**config.mk**
```make
export PLATFORM = sky130hd
export DESIGN_NAME = lc3_operate_ctrl
export DESIGN_NICKNAME = d
export VERILOG_FILES = /design/src/rtl/lc3_operate_ctrl_pkg.sv /design/src/rtl/lc3_operate_ctrl_regfile.sv /design/src/rtl/lc3_operate_ctrl.sv
export SDC_FILE = /design/constraint.sdc
export NUM_CORES = 1
export LEC_CHECK = 0
export ABC_CLOCK_PERIOD_IN_PS = 4000
export BUFFER_PORTS_ARGS = -buffer_cell sky130_fd_sc_hd__buf_2
export CAP_MARGIN = 20
export CORE_UTILIZATION = 54
export DETAILED_ROUTE_END_ITERATION = 8
export PLACE_DENSITY = 0.76
export SYNTH_ARGS = -nofsm -noshare
export SYNTH_HDL_FRONTEND = slang
export SYNTH_HIERARCHICAL = 1
export SYNTH_SLANG_ARGS = --single-unit
export TNS_END_PERCENT = 30
```
**constraint.sdc**
```tcl
create_clock -name clk -period 4 [get_ports clk]
set_input_delay 0.4 -clock clk [delete_from_list [all_inputs] [get_ports clk]]
set_output_delay 0.4 -clock clk [all_outputs]
set_load 0.05 [all_outputs]
```
**src/rtl/lc3_operate_ctrl_pkg.sv**
```systemverilog
// Shared LC-3 operate-path definitions: opcodes, ALU ops, FSM states, CCs.
// Imported by the control block, its register file and the ALU.
package LCp;

    localparam logic [3:0] OP_ADD = 4'b0001;
    localparam logic [3:0] OP_AND = 4'b0101;
    localparam logic [3:0] OP_NOT = 4'b1001;

    typedef enum logic [1:0] {
        ALU_ADD = 2'b00,
        ALU_AND = 2'b01,
        ALU_NOT = 2'b10
    } alu_op_e;

    typedef enum logic [1:0] {
        S_IDLE   = 2'b00,
        S_DECODE = 2'b01,
        S_EXEC   = 2'b10,
        S_WB     = 2'b11
    } state_e;

    localparam logic [2:0] CC_N = 3'b100;
    localparam logic [2:0] CC_Z = 3'b010;
    localparam logic [2:0] CC_P = 3'b001;

    function automatic logic op_legal(input logic [3:0] op);
        return (op == OP_ADD) || (op == OP_AND) || (op == OP_NOT);
    endfunction

    function automatic logic [15:0] sext5(input logic [4:0] imm);
        return {{11{imm[4]}}, imm};
    endfunction

    function automatic logic [2:0] cc_of(input logic [15:0] v);
        if (v[15])
            return CC_N;
        else if (v == 16'h0000)
            return CC_Z;
        else
            return CC_P;
    endfunction

endpackage

```
**src/rtl/lc3_operate_ctrl_regfile.sv**
```systemverilog
// 8x16 general register file: async reset, two read ports, one write port.
// LC3_REG_DEBUG_EN adds a third combinational read port for inspection.
module lc3_regfile
    import LCp::*;
#(
    parameter int NREGS = 8,
    parameter int XLEN  = 16,
    localparam int AW   = $clog2(NREGS)
) (
    input  logic            clk,
    input  logic            rst,
    input  logic [AW-1:0]   ra1,
    output logic [XLEN-1:0] rd1,
    input  logic [AW-1:0]   ra2,
    output logic [XLEN-1:0] rd2,
    input  logic            we,
    input  logic [AW-1:0]   wa,
    input  logic [XLEN-1:0] wd
`ifdef LC3_REG_DEBUG_EN
    ,
    input  logic [AW-1:0]   ra3,
    output logic [XLEN-1:0] rd3
`endif
);

    logic [XLEN-1:0] mem [NREGS];

    always_ff @(posedge clk or posedge rst) begin
        if (rst) begin
            for (int i = 0; i < NREGS; i++)
                mem[i] <= '0;
        end else if (we) begin
            mem[wa] <= wd;
        end
    end

    assign rd1 = mem[ra1];
    assign rd2 = mem[ra2];

`ifdef LC3_REG_DEBUG_EN
    assign rd3 = mem[ra3];
`endif

endmodule

```
**src/rtl/lc3_operate_ctrl.sv**
```systemverilog
// Multicycle LC-3 operate-instruction controller (ADD/AND/NOT) driving an external ALU.
// LC3_REG_DEBUG_EN adds dbg_addr/dbg_data register inspection ports.
module lc3_operate_ctrl
    import LCp::*;
#(
    parameter int NREGS = 8,
    parameter int XLEN  = 16,
    localparam int AW   = $clog2(NREGS)
) (
    input  logic            clk,
    input  logic            rst,
    input  logic            instr_valid,
    input  logic [XLEN-1:0] instr,
    output logic            instr_ready,
    output logic [1:0]      alu_op,
    output logic [XLEN-1:0] alu_a,
    output logic [XLEN-1:0] alu_b,
    input  logic [XLEN-1:0] alu_out,
    output logic            wb_valid,
    output logic [XLEN-1:0] wb_data,
    output logic [2:0]      cc,
    output logic            illegal
`ifdef LC3_REG_DEBUG_EN
    ,
    input  logic [AW-1:0]   dbg_addr,
    output logic [XLEN-1:0] dbg_data
`endif
);

    state_e          state;
    logic [XLEN-1:0] ir;
    logic [XLEN-1:0] result;
    logic [XLEN-1:0] rd1;
    logic [XLEN-1:0] rd2;
    logic [1:0]      dec_op;
    logic [XLEN-1:0] dec_b;
    logic            rf_we;

    assign instr_ready = (state == S_IDLE);
    assign rf_we       = (state == S_WB);

    lc3_regfile #(
        .NREGS (NREGS),
        .XLEN  (XLEN)
    ) u_rf (
        .clk (clk),
        .rst (rst),
        .ra1 (ir[8:6]),
        .rd1 (rd1),
        .ra2 (ir[2:0]),
        .rd2 (rd2),
        .we  (rf_we),
        .wa  (ir[11:9]),
        .wd  (result)
`ifdef LC3_REG_DEBUG_EN
        ,
        .ra3 (dbg_addr),
        .rd3 (dbg_data)
`endif
    );

    // NOT ignores the operand-B field entirely, so B is forced to zero.
    always_comb begin
        dec_op = ALU_ADD;
        dec_b  = ir[5] ? sext5(ir[4:0]) : rd2;
        case (ir[15:12])
            OP_AND: dec_op = ALU_AND;
            OP_NOT: begin
                dec_op = ALU_NOT;
                dec_b  = '0;
            end
            default: dec_op = ALU_ADD;
        endcase
    end

    always_ff @(posedge clk or posedge rst) begin
        if (rst) begin
            state    <= S_IDLE;
            ir       <= '0;
            result   <= '0;
            alu_op   <= ALU_ADD;
            alu_a    <= '0;
            alu_b    <= '0;
            wb_valid <= 1'b0;
            wb_data  <= '0;
            cc       <= CC_Z;
            illegal  <= 1'b0;
        end else begin
            wb_valid <= 1'b0;
            illegal  <= 1'b0;
            unique case (state)
                S_IDLE: begin
                    if (instr_valid) begin
                        ir      <= instr;
                        // Registered here so the pulse lands in the DECODE cycle.
                        illegal <= !op_legal(instr[15:12]);
                        state   <= S_DECODE;
                    end
                end
                S_DECODE: begin
                    if (!op_legal(ir[15:12])) begin
                        state <= S_IDLE;
                    end else begin
                        alu_op <= dec_op;
                        alu_a  <= rd1;
                        alu_b  <= dec_b;
                        state  <= S_EXEC;
                    end
                end
                S_EXEC: begin
                    result   <= alu_out;
                    wb_data  <= alu_out;
                    wb_valid <= 1'b1;
                    state    <= S_WB;
                end
                S_WB: begin
                    cc    <= cc_of(result);
                    state <= S_IDLE;
                end
            endcase
        end
    end

endmodule

```
# == Word level (Yosys, flattened, before mapping) ==
# Cells that the tools add are included.
# classes
reduce_logical,10
mux,20
magnitude_cmp,4
n_eq_ne,10
bitwise_logic,3
# ops
operator,count
bitwise mux 128 bit,1
two-way mux 16 bit,7
binary-select mux 16 bit (select 3 bit),2
demux 16 bit (select 3 bit),1
logical NOT 16 bit,1
">= comparator 4 bit, second input constant",3
inverter 3 -> 4 bit,3
"equality test 4 x 1 -> 1 bit, second input constant",2
"equality test 4 x 3 -> 1 bit, second input constant",2
"equality test 4 bit, second input constant",2
one-hot mux 2 bit (4 select lines),1
two-way mux 2 bit,3
"equality test 2 bit, second input constant",2
logical OR 1 bit,4
"< comparator 4 x 1 -> 1 bit, second input constant",1
one-hot mux 2 bit (2 select lines),1
AND reduction 2 bit,2
two-way mux 1 bit,3
two-way mux 3 bit,1
"equality test 2 x 1 -> 1 bit, second input constant",1
logical NOT 2 bit,1
"inequality test 2 bit, second input constant",1
logical AND 1 bit,1
logical NOT 1 bit,1
# word_totals
elab_cells,64
ff_bits,201
inputBits,35

# == Longest topological paths before layout ==
# Gate-level depths: netlist of run 1.
# depth
word_depth,6
ltp_mapped,8
depth_no_buf,5

# == Cells and area by module ==
# The synthesis of run 1 kept the hierarchy.
# modules_own_cells
module,cells_per_inst,instances,area_per_inst_um2
lc3_regfile,396,1,7041.8
lc3_operate_ctrl,213,1,3176.8

# == Least setup slack after synthesis of run 1 ==
# Ideal clock, no wire load.
# synth_path
kind,register -> register
from,register ir[2]
to,register alu_b[3]
setup_slack_ns,2.069
setup_time_ns,0.125
t_required_ns,3.875
t_arrival_ns,1.806
n_path_buf,2
path_stages_with_launch,8
path_cell_list,dfrtp_1 -> buf_6 -> buf_12 -> mux4_1 -> mux2_2 -> mux2i_1 -> nor2_1 -> mux2_4
# synth_via
elab_chain_len,6
# synth_rtl
element,line_no,rtl
from (decl),lc3_operate_ctrl.sv:31,logic [XLEN-1:0] ir;
from (signal assigned),lc3_operate_ctrl.sv:94,ir <= instr;
inverter 3 -> 4 bit (not written as such),lc3_operate_ctrl_regfile.sv:38,assign rd2 = mem[ra2];
binary-select mux 16 bit (select 3 bit),lc3_operate_ctrl_regfile.sv:38,
two-way mux 16 bit (not written as such) (2 in a row),lc3_operate_ctrl_regfile.sv:38,
net rd2[3],lc3_operate_ctrl.sv:34,logic [XLEN-1:0] rd2;
two-way mux 16 bit,lc3_operate_ctrl.sv:65,dec_b = ir[5] ? sext5(ir[4:0]) : rd2;
two-way mux 16 bit,lc3_operate_ctrl.sv:66,case (ir[15:12])
to (signal assigned),lc3_operate_ctrl.sv:83,alu_b <= '0;
to (signal assigned),lc3_operate_ctrl.sv:106,alu_b <= dec_b;
to (decl),lc3_operate_ctrl.sv:17,"output logic [XLEN-1:0] alu_b,"
# The timed path passes the listed nets, and every way through them passes these cells. The select of a mux whose other input is x is not followed.
# A chain may end at the register's enable or synchronous reset.

# == Final worst setup path of run 1 ==
# layout_path
from,register state[0]
to,register u_rf/mem[3] (netlist name)
# layout_via
elab_chain_len,1
# layout_rtl
element,line_no,rtl
from (decl),lc3_operate_ctrl.sv:30,state_e state;
from (signal assigned),lc3_operate_ctrl.sv:78,state <= S_IDLE;
from (signal assigned),lc3_operate_ctrl.sv:97,state <= S_DECODE;
from (signal assigned),lc3_operate_ctrl.sv:102,state <= S_IDLE;
equality test 2 bit,lc3_operate_ctrl.sv:40,assign rf_we = (state == S_WB);
net rf_we,lc3_operate_ctrl.sv:37,logic rf_we;
"to (signal, indexed assignment)",lc3_operate_ctrl_regfile.sv:33,mem[wa] <= wd;
to (decl),lc3_operate_ctrl_regfile.sv:26,logic [XLEN-1:0] mem [NREGS];
# The timed path passes the listed nets, and every way through them passes these cells.

==> flow_metrics.tcl, run 1 <==
set metrics [dict create \
    run_status "completed" \
    clock_tree.htree_level_count 1 \
    die_width_um 140 \
    worst-setup-path-type "reg -> reg" \
    ios 91 \
    drtPass1Iterations 4 \
    globalRoute.totalOverflow 0 \
    grt_first_pass_wirelength_um 36800 \
    worst_setup_hold_path_clk_slew_ps 60 \
    n_fill_cell 1334 \
    drt-met1-wl_um 9910 \
    maximum_ir_drop_on_the_vdd_rail_mv 0.331 \
    wl_met2_um 11800 \
    cp_max_fo 16 \
    synth-seq-cells 201 \
    top_layer_used "met4" \
    grt_antenna_before_repair 0 \
    clkLatencyLatePin_ps 500 \
    detail_route.drc_violations 0 \
    timing.final.crit_share 0.609 \
    cts_hold_repair.buffers 0 \
    dr_wl_met3_um 1250 \
    worst_pin_slew_ps 1080 \
    timing.clock.skew_ps 10.6 \
    pin_count_of_the_biggest_net_entering_global_routing 66 \
    dpl.hpwl_um 13900 \
    finalHoldViolCount 0 \
    design.final.nets 726 \
    design.die.area_sq_um 19500 \
    synth_area_per_cell_sq_um 16.8 \
    endpoint_kind "register" \
    chipHeight_um 140 \
    core_region_area_sq_um 18300 \
    via_count 5783 \
    rsz0062_at_grt "false" \
    final_antenna_net_count 0 \
    post_synth_num_cell_types 35 \
    post_synth_inst_count 609 \
    route.detailed.vias_per_inst 6.18 \
    finalNonFillerCells 936 \
    fmax_ghz 0.410 \
    hp-class "in -> async" \
    fraction_of_final_layout_cells_with_drive_strength_greater_than_1 0.549 \
    initial_utilization 0.559 \
    cts_post_setup_buffers_inserted 0 \
    yosysWarningCount 6 \
    grt_pass1_vias 6237 \
    rows 49 \
    timing.max_cap.violations 0 \
    cellPowerDensity_nw_per_um2 875 \
    place.port_buffers 90 \
    timing.final.setup_violations 0 \
    final-max-slew-violation-count 0 \
    timing.critical_path.required_ps 4380 \
    cts_buffer_count 23 \
    slew-limit-headroom 0.283 \
    timing.final.crit_period_ps 2440 \
    clock_root_buffer_master "sky130_fd_sc_hd__clkbuf_16" \
    multiInputGateArea_sq_um 4790 \
    final.hold.worst_slack_ps 67.5 \
    cts_tree "yes" \
    drc_violation_total_after_the_first_tritonroute_iteration 364 \
    syn_area_sq_um 10200 \
    syn2layout_area_growth_pct 11.6 \
    fin_tns_setup_ps 0 \
    clock_path_buffers 3 \
    grt_usage 0.249 \
    ff_latch_area_sq_um 5030 \
    cts_sinks 201 \
    static-leakage-power_nw 5.70 \
    place.detailed.instances 895 \
    start_kind "register" \
    synth-seq-area-share 0.492 \
    postSynthNetCount 644 \
    worst-endpoint-arrival_ps 2820 \
    insertedDiodeCount 0 \
    cts-resized-gates 0 \
    drt-wirelength-per-cell_um 25.0 \
    routed_wirelength_um 23400 \
    place_congestion 0.757 \
]
worst max-delay path, stage by stage (launching register included):
cell,delay [ps]
sky130_fd_sc_hd__dfrtp_1,510
sky130_fd_sc_hd__nand2_1,200
sky130_fd_sc_hd__inv_1,310
sky130_fd_sc_hd__nand4_2,740
sky130_fd_sc_hd__mux2_2,560
cell usage in the layout (no fill, tap or decap), types with 4 or more instances in the layout:
cell type                     n
sky130_fd_sc_hd__mux4_2      18
sky130_fd_sc_hd__dfrtp_1    200
sky130_fd_sc_hd__clkinv_2     5
sky130_fd_sc_hd__nand2_1      4
sky130_fd_sc_hd__nor4_1       4
sky130_fd_sc_hd__clkbuf_16   23
sky130_fd_sc_hd__mux2_4      29
sky130_fd_sc_hd__clkbuf_1     7
sky130_fd_sc_hd__mux2i_1      4
sky130_fd_sc_hd__clkbuf_8     5
sky130_fd_sc_hd__mux2_2     185
sky130_fd_sc_hd__mux2_1      10
sky130_fd_sc_hd__mux4_1      46
sky130_fd_sc_hd__buf_4       13
sky130_fd_sc_hd__nand2b_1    13
sky130_fd_sc_hd__a21oi_1     13
sky130_fd_sc_hd__nor2_1      11
sky130_fd_sc_hd__buf_2       90
final cells by class:
type	count	share of cell area
inverter	5	0.00197
tap	229	0.0251
multi-input combinational	356	0.420
clock inverter	6	0.00340
clock buffer	35	0.0588
sequential	201	0.441
timing repair buffer	104	0.0498
synthesized netlist by cell type, drive strengths merged:
| library cell | instances | area share |
|---|---|---|
| dfrtp | 200 | 0.49 |
| nor3b | 1 | 0.0012 |
| and4bb | 1 | 0.0012 |
| nand4 | 2 | 0.0018 |
| a22o | 1 | 0.00086 |
| buf | 42 | 0.040 |
| mux2 | 224 | 0.26 |
| and2b | 1 | 0.00086 |
| nor4bb | 3 | 0.0029 |
| nand2 | 4 | 0.0015 |
| inv | 5 | 0.0018 |
| mux2i | 4 | 0.0039 |
| nor4b | 1 | 0.0023 |
| a21o | 1 | 0.00073 |
| o31ai | 1 | 0.00073 |
| mux4 | 64 | 0.16 |
| o22a | 2 | 0.0020 |
| nor2 | 11 | 0.0040 |
| nand2b | 13 | 0.0080 |
| nand4b | 3 | 0.0044 |
| a21oi | 13 | 0.0064 |
| nor4 | 4 | 0.0024 |
| a31oi | 1 | 0.00061 |
| nand4bb | 1 | 0.0027 |
| dfstp | 1 | 0.0026 |
| clkbuf | 5 | 0.0021 |
flip-flops by register name, summed over array words and instances (netlist names), named ones only:
register  flops
u_rf/mem    128
alu_a        16
alu_b        16
ir           16
result       16
cc            3
alu_op        2
illegal       1
state         1
wb_valid      1
metal layers:
metal  GRT usage  vias to the layer above
met2       0.421                      159
met1       0.339                     3078
met4      0.0671                        0
li1            -                     2519
met5           0                        -
met3      0.0389                       27
power by group:
| group | internal, W | switching (W) | total [W] |
|---|---|---|---|
| sequential | 0.00291 | 0.00103 | 0.00394 |
| clock | 0.00116 | 0.000798 | 0.00195 |
| combinational | 0.00209 | 0.00200 | 0.00409 |
| total | 0.00616 | 0.00382 | 0.00998 |
final timing paths:
path,startpoint,slack [ps],depth (start not counted),to
worst max-delay path,state[0],1560,4,u_rf/mem[3]
worst min-delay path,rst,70,2,u_rf/mem[13]
worst max register to register,state[0],1560,4,u_rf/mem[3]
worst min register to register,cc[1],480,2,cc[1]
max in group asynchronous,rst,2970,3,alu_op[0]
min in group clk,instr[12],90,2,illegal
logic make-up after synthesis:
logic type | count (synthesis) | synth area share
and+or+nand+nor | 45 | 0.0334
DFF | 201 | 0.492
muxes | 292 | 0.419
buffers and inverters | 52 | 0.0436
AOI/OAI and AO/OA | 19 | 0.0113
through the flow:
step | setup WS [ps] | instance area, sq um | total power [W] | util
2_1_floorplan | 187 | 10200 | 0.00710 | -
3_3_place_gp | 1720 | 10700 | 0.00783 | 0.585
3_5_place_dp | 1610 | 10700 | 0.00803 | 0.585
4_1_cts | 1590 | 11400 | 0.0100 | 0.624
5_1_grt | 1450 | 11400 | 0.0105 | 0.624
6_report | 1560 | 11400 | 0.00998 | 0.624
Note: power is estimated with default switching activity, not from simulation.
==> run 2, diff against run 1 <==
--- a/config.mk
+++ b/config.mk
@@ -5,12 +5,12 @@
 export SDC_FILE = /design/constraint.sdc
 export NUM_CORES = 1
 export LEC_CHECK = 0
-export ABC_CLOCK_PERIOD_IN_PS = 4000
+export ABC_CLOCK_PERIOD_IN_PS = 2300
 export BUFFER_PORTS_ARGS = -buffer_cell sky130_fd_sc_hd__buf_2
 export CAP_MARGIN = 20
-export CORE_UTILIZATION = 54
+export CORE_UTILIZATION = 60
 export DETAILED_ROUTE_END_ITERATION = 8
-export PLACE_DENSITY = 0.76
+export PLACE_DENSITY = 0.8
 export SYNTH_ARGS = -nofsm -noshare
 export SYNTH_HDL_FRONTEND = slang
 export SYNTH_HIERARCHICAL = 1
==> constraint.sdc (replaced) <==
create_clock -name clk -period 2.3 [get_ports clk]
set_input_delay 0.23 -clock clk [delete_from_list [all_inputs] [get_ports clk]]
set_output_delay 0.23 -clock clk [all_outputs]
set_load 0.05 [all_outputs]
==> flow_metrics.tcl, run 2 (synthesized netlist as in run 1, its figures left out) <==
set metrics [dict create \
    run_status "completed" \
    chipHeight_um 133 \
    place_congestion 0.792 \
    final-max-slew-violation-count 0 \
    maximum_ir_drop_on_the_vdd_rail_mv 1.05 \
    critical_path_depth 5 \
    top_register "u_rf/mem" \
    clkLatencyLatePin_ps 510 \
    pin_count_of_the_biggest_net_entering_global_routing 129 \
    register_to_register_path_depth 5 \
    syn2layout_area_growth_pct 16.7 \
    drt-wirelength-per-cell_um 24.1 \
    worst-setup-path-type "reg -> reg" \
    start_kind "register" \
    cts_buffer_count 22 \
    met1_usage 0.391 \
    grt_first_pass_wirelength_um 37000 \
    detail_route.drc_violations 0 \
    cts_tree "yes" \
    critical-path-max-stage-delay_ps 510 \
    grt_antenna_before_repair 0 \
    timing.clock.skew_ps 14.7 \
    worst-path-buf-inv 2 \
    final_common_cell "sky130_fd_sc_hd__dfrtp_1" \
    fmax_ghz 0.470 \
    via_count 6040 \
    rsz0062_at_grt "false" \
    static-leakage-power_nw 5.92 \
    cts-resized-gates 0 \
    cellPowerDensity_nw_per_um2 1470 \
    postLayoutCellArea_sq_um 11900 \
    groute.layer.met3.usage 0.0444 \
    clock_tree.htree_level_count 1 \
    design.final.nets 772 \
    timing.max_cap.violations 0 \
    endpoint_kind "register" \
    cp_cell_sequence "nand2_1 -> inv_1 -> nor4bb_4 -> buf_12 -> mux2_2" \
    cts_sinks 201 \
    final_antenna_net_count 0 \
    cp_slowest_cell "sky130_fd_sc_hd__dfrtp_1" \
    core_region_area_sq_um 16600 \
    drc_violation_total_after_the_first_tritonroute_iteration 417 \
    gr-usage-met2 0.442 \
    busiest_layer "met2" \
    fin_tns_setup_ps 0 \
    regToRegEndpoint "u_rf/mem[86]" \
    hp-class "in -> async" \
    worst_setup_hold_path_clk_slew_ps 60 \
    place.detailed.instances 898 \
    cp_max_fo 16 \
    largest_register_ffs 128 \
    dpl.hpwl_um 14100 \
    timing.critical_path.required_ps 2670 \
    design.die.area_sq_um 17600 \
    worst-endpoint-arrival_ps 2500 \
    route.detailed.vias_per_inst 6.25 \
    fraction_of_final_layout_cells_with_drive_strength_greater_than_1 0.527 \
    ios 91 \
    finalHoldViolCount 0 \
    timing.final.crit_share 0.925 \
    n_fill_cell 1074 \
    worst_pin_slew_ps 769 \
    die_width_um 133 \
    final_cell_mix "sky130_fd_sc_hd__dfrtp_1 (200), sky130_fd_sc_hd__mux2_2 (185), sky130_fd_sc_hd__buf_2 (90)" \
    clock_path_buffers 3 \
    r2r_setup_slack_ps 170 \
    path_delay_family "simple AND/OR/NAND/NOR gates" \
    placedInstanceArea_sq_um 10900 \
    r2r-start "state[0]" \
    timing.final.crit_period_ps 2130 \
    routed_wirelength_um 23300 \
    worst_setup_path_startpoint "state[0]" \
    insertedDiodeCount 0 \
    grt_pass1_vias 6313 \
    drtPass1Iterations 4 \
    slew-limit-headroom 0.483 \
    place.port_buffers 90 \
    cts_post_setup_buffers_inserted 0 \
    clock_root_buffer_master "sky130_fd_sc_hd__clkbuf_16" \
    post-route-util 0.719 \
    globalRoute.totalOverflow 0 \
    critPathCapture "u_rf/mem[86]" \
    finalNonFillerCells 967 \
    timing.final.setup_violations 0 \
    grt_usage 0.277 \
    rows 47 \
    initial_utilization 0.616 \
]
==> run 2: how the worst min path moves through the flow <==
stage                end      start  cells after the start  slack (ps)
6_report       alu_a[13]        rst                      3         340
5_1_grt        alu_a[13]        rst                      3         380
4_1_cts           ir[10]        rst                      3         340
3_5_place_dp      ir[10]        rst                      2         310
3_3_place_gp      ir[10]        rst                      2         290
2_1_floorplan    illegal  instr[12]                      1         320
==> run 2: worst reg2reg max path, delay by kind of cell (launching register included) <==
| kind | cells | cell delay [ps] |
|---|---|---|
| buf+inv | 2 | 520 |
| flops | 1 | 510 |
| mux | 1 | 370 |
| simple gates | 2 | 590 |
==> run 2: area by class of cell <==
cell class / instances / area (sq um) / share of cell area
clock inverter: 1 / 5.00 / 0.000420
sequential: 201 / 5030 / 0.422
timing repair buffer: 151 / 1150 / 0.0961
inverter: 5 / 22.5 / 0.00189
multi-input combinational: 356 / 4790 / 0.402
tap: 220 / 275 / 0.0231
clock buffer: 33 / 653 / 0.0548
==> run 2: layer usage <==
metal	part of all wire	up-vias
li1	-	2603
met1	0.43	3173
met2	0.48	217
met3	0.065	47
met4	0.025	0
met5	0	-
==> run 2: repair_timing <==
item | 4_1_cts | 5_1_grt
hold buffers | 35 | 0
hold endpoints to repair | 143 | 0
setup endpoints to repair | 0 | 0
==> run 2: power breakdown <==
| part | internal (W) | switching (W) |
|---|---|---|
| Combinational | 0.00389 | 0.00377 |
| Clock | 0.00193 | 0.00131 |
| Sequential | 0.00507 | 0.00156 |
| Total | 0.0109 | 0.00664 |
==> run 2: through the flow <==
step                      setup slack, ps  hold slack (ps)  power, W
after global placement                264              292    0.0138
after global routing                 73.3              379    0.0184
after floorplan                       218              323    0.0124
final                                 173              337    0.0175
after detailed placement              223              311    0.0142
after CTS                             194              339    0.0176
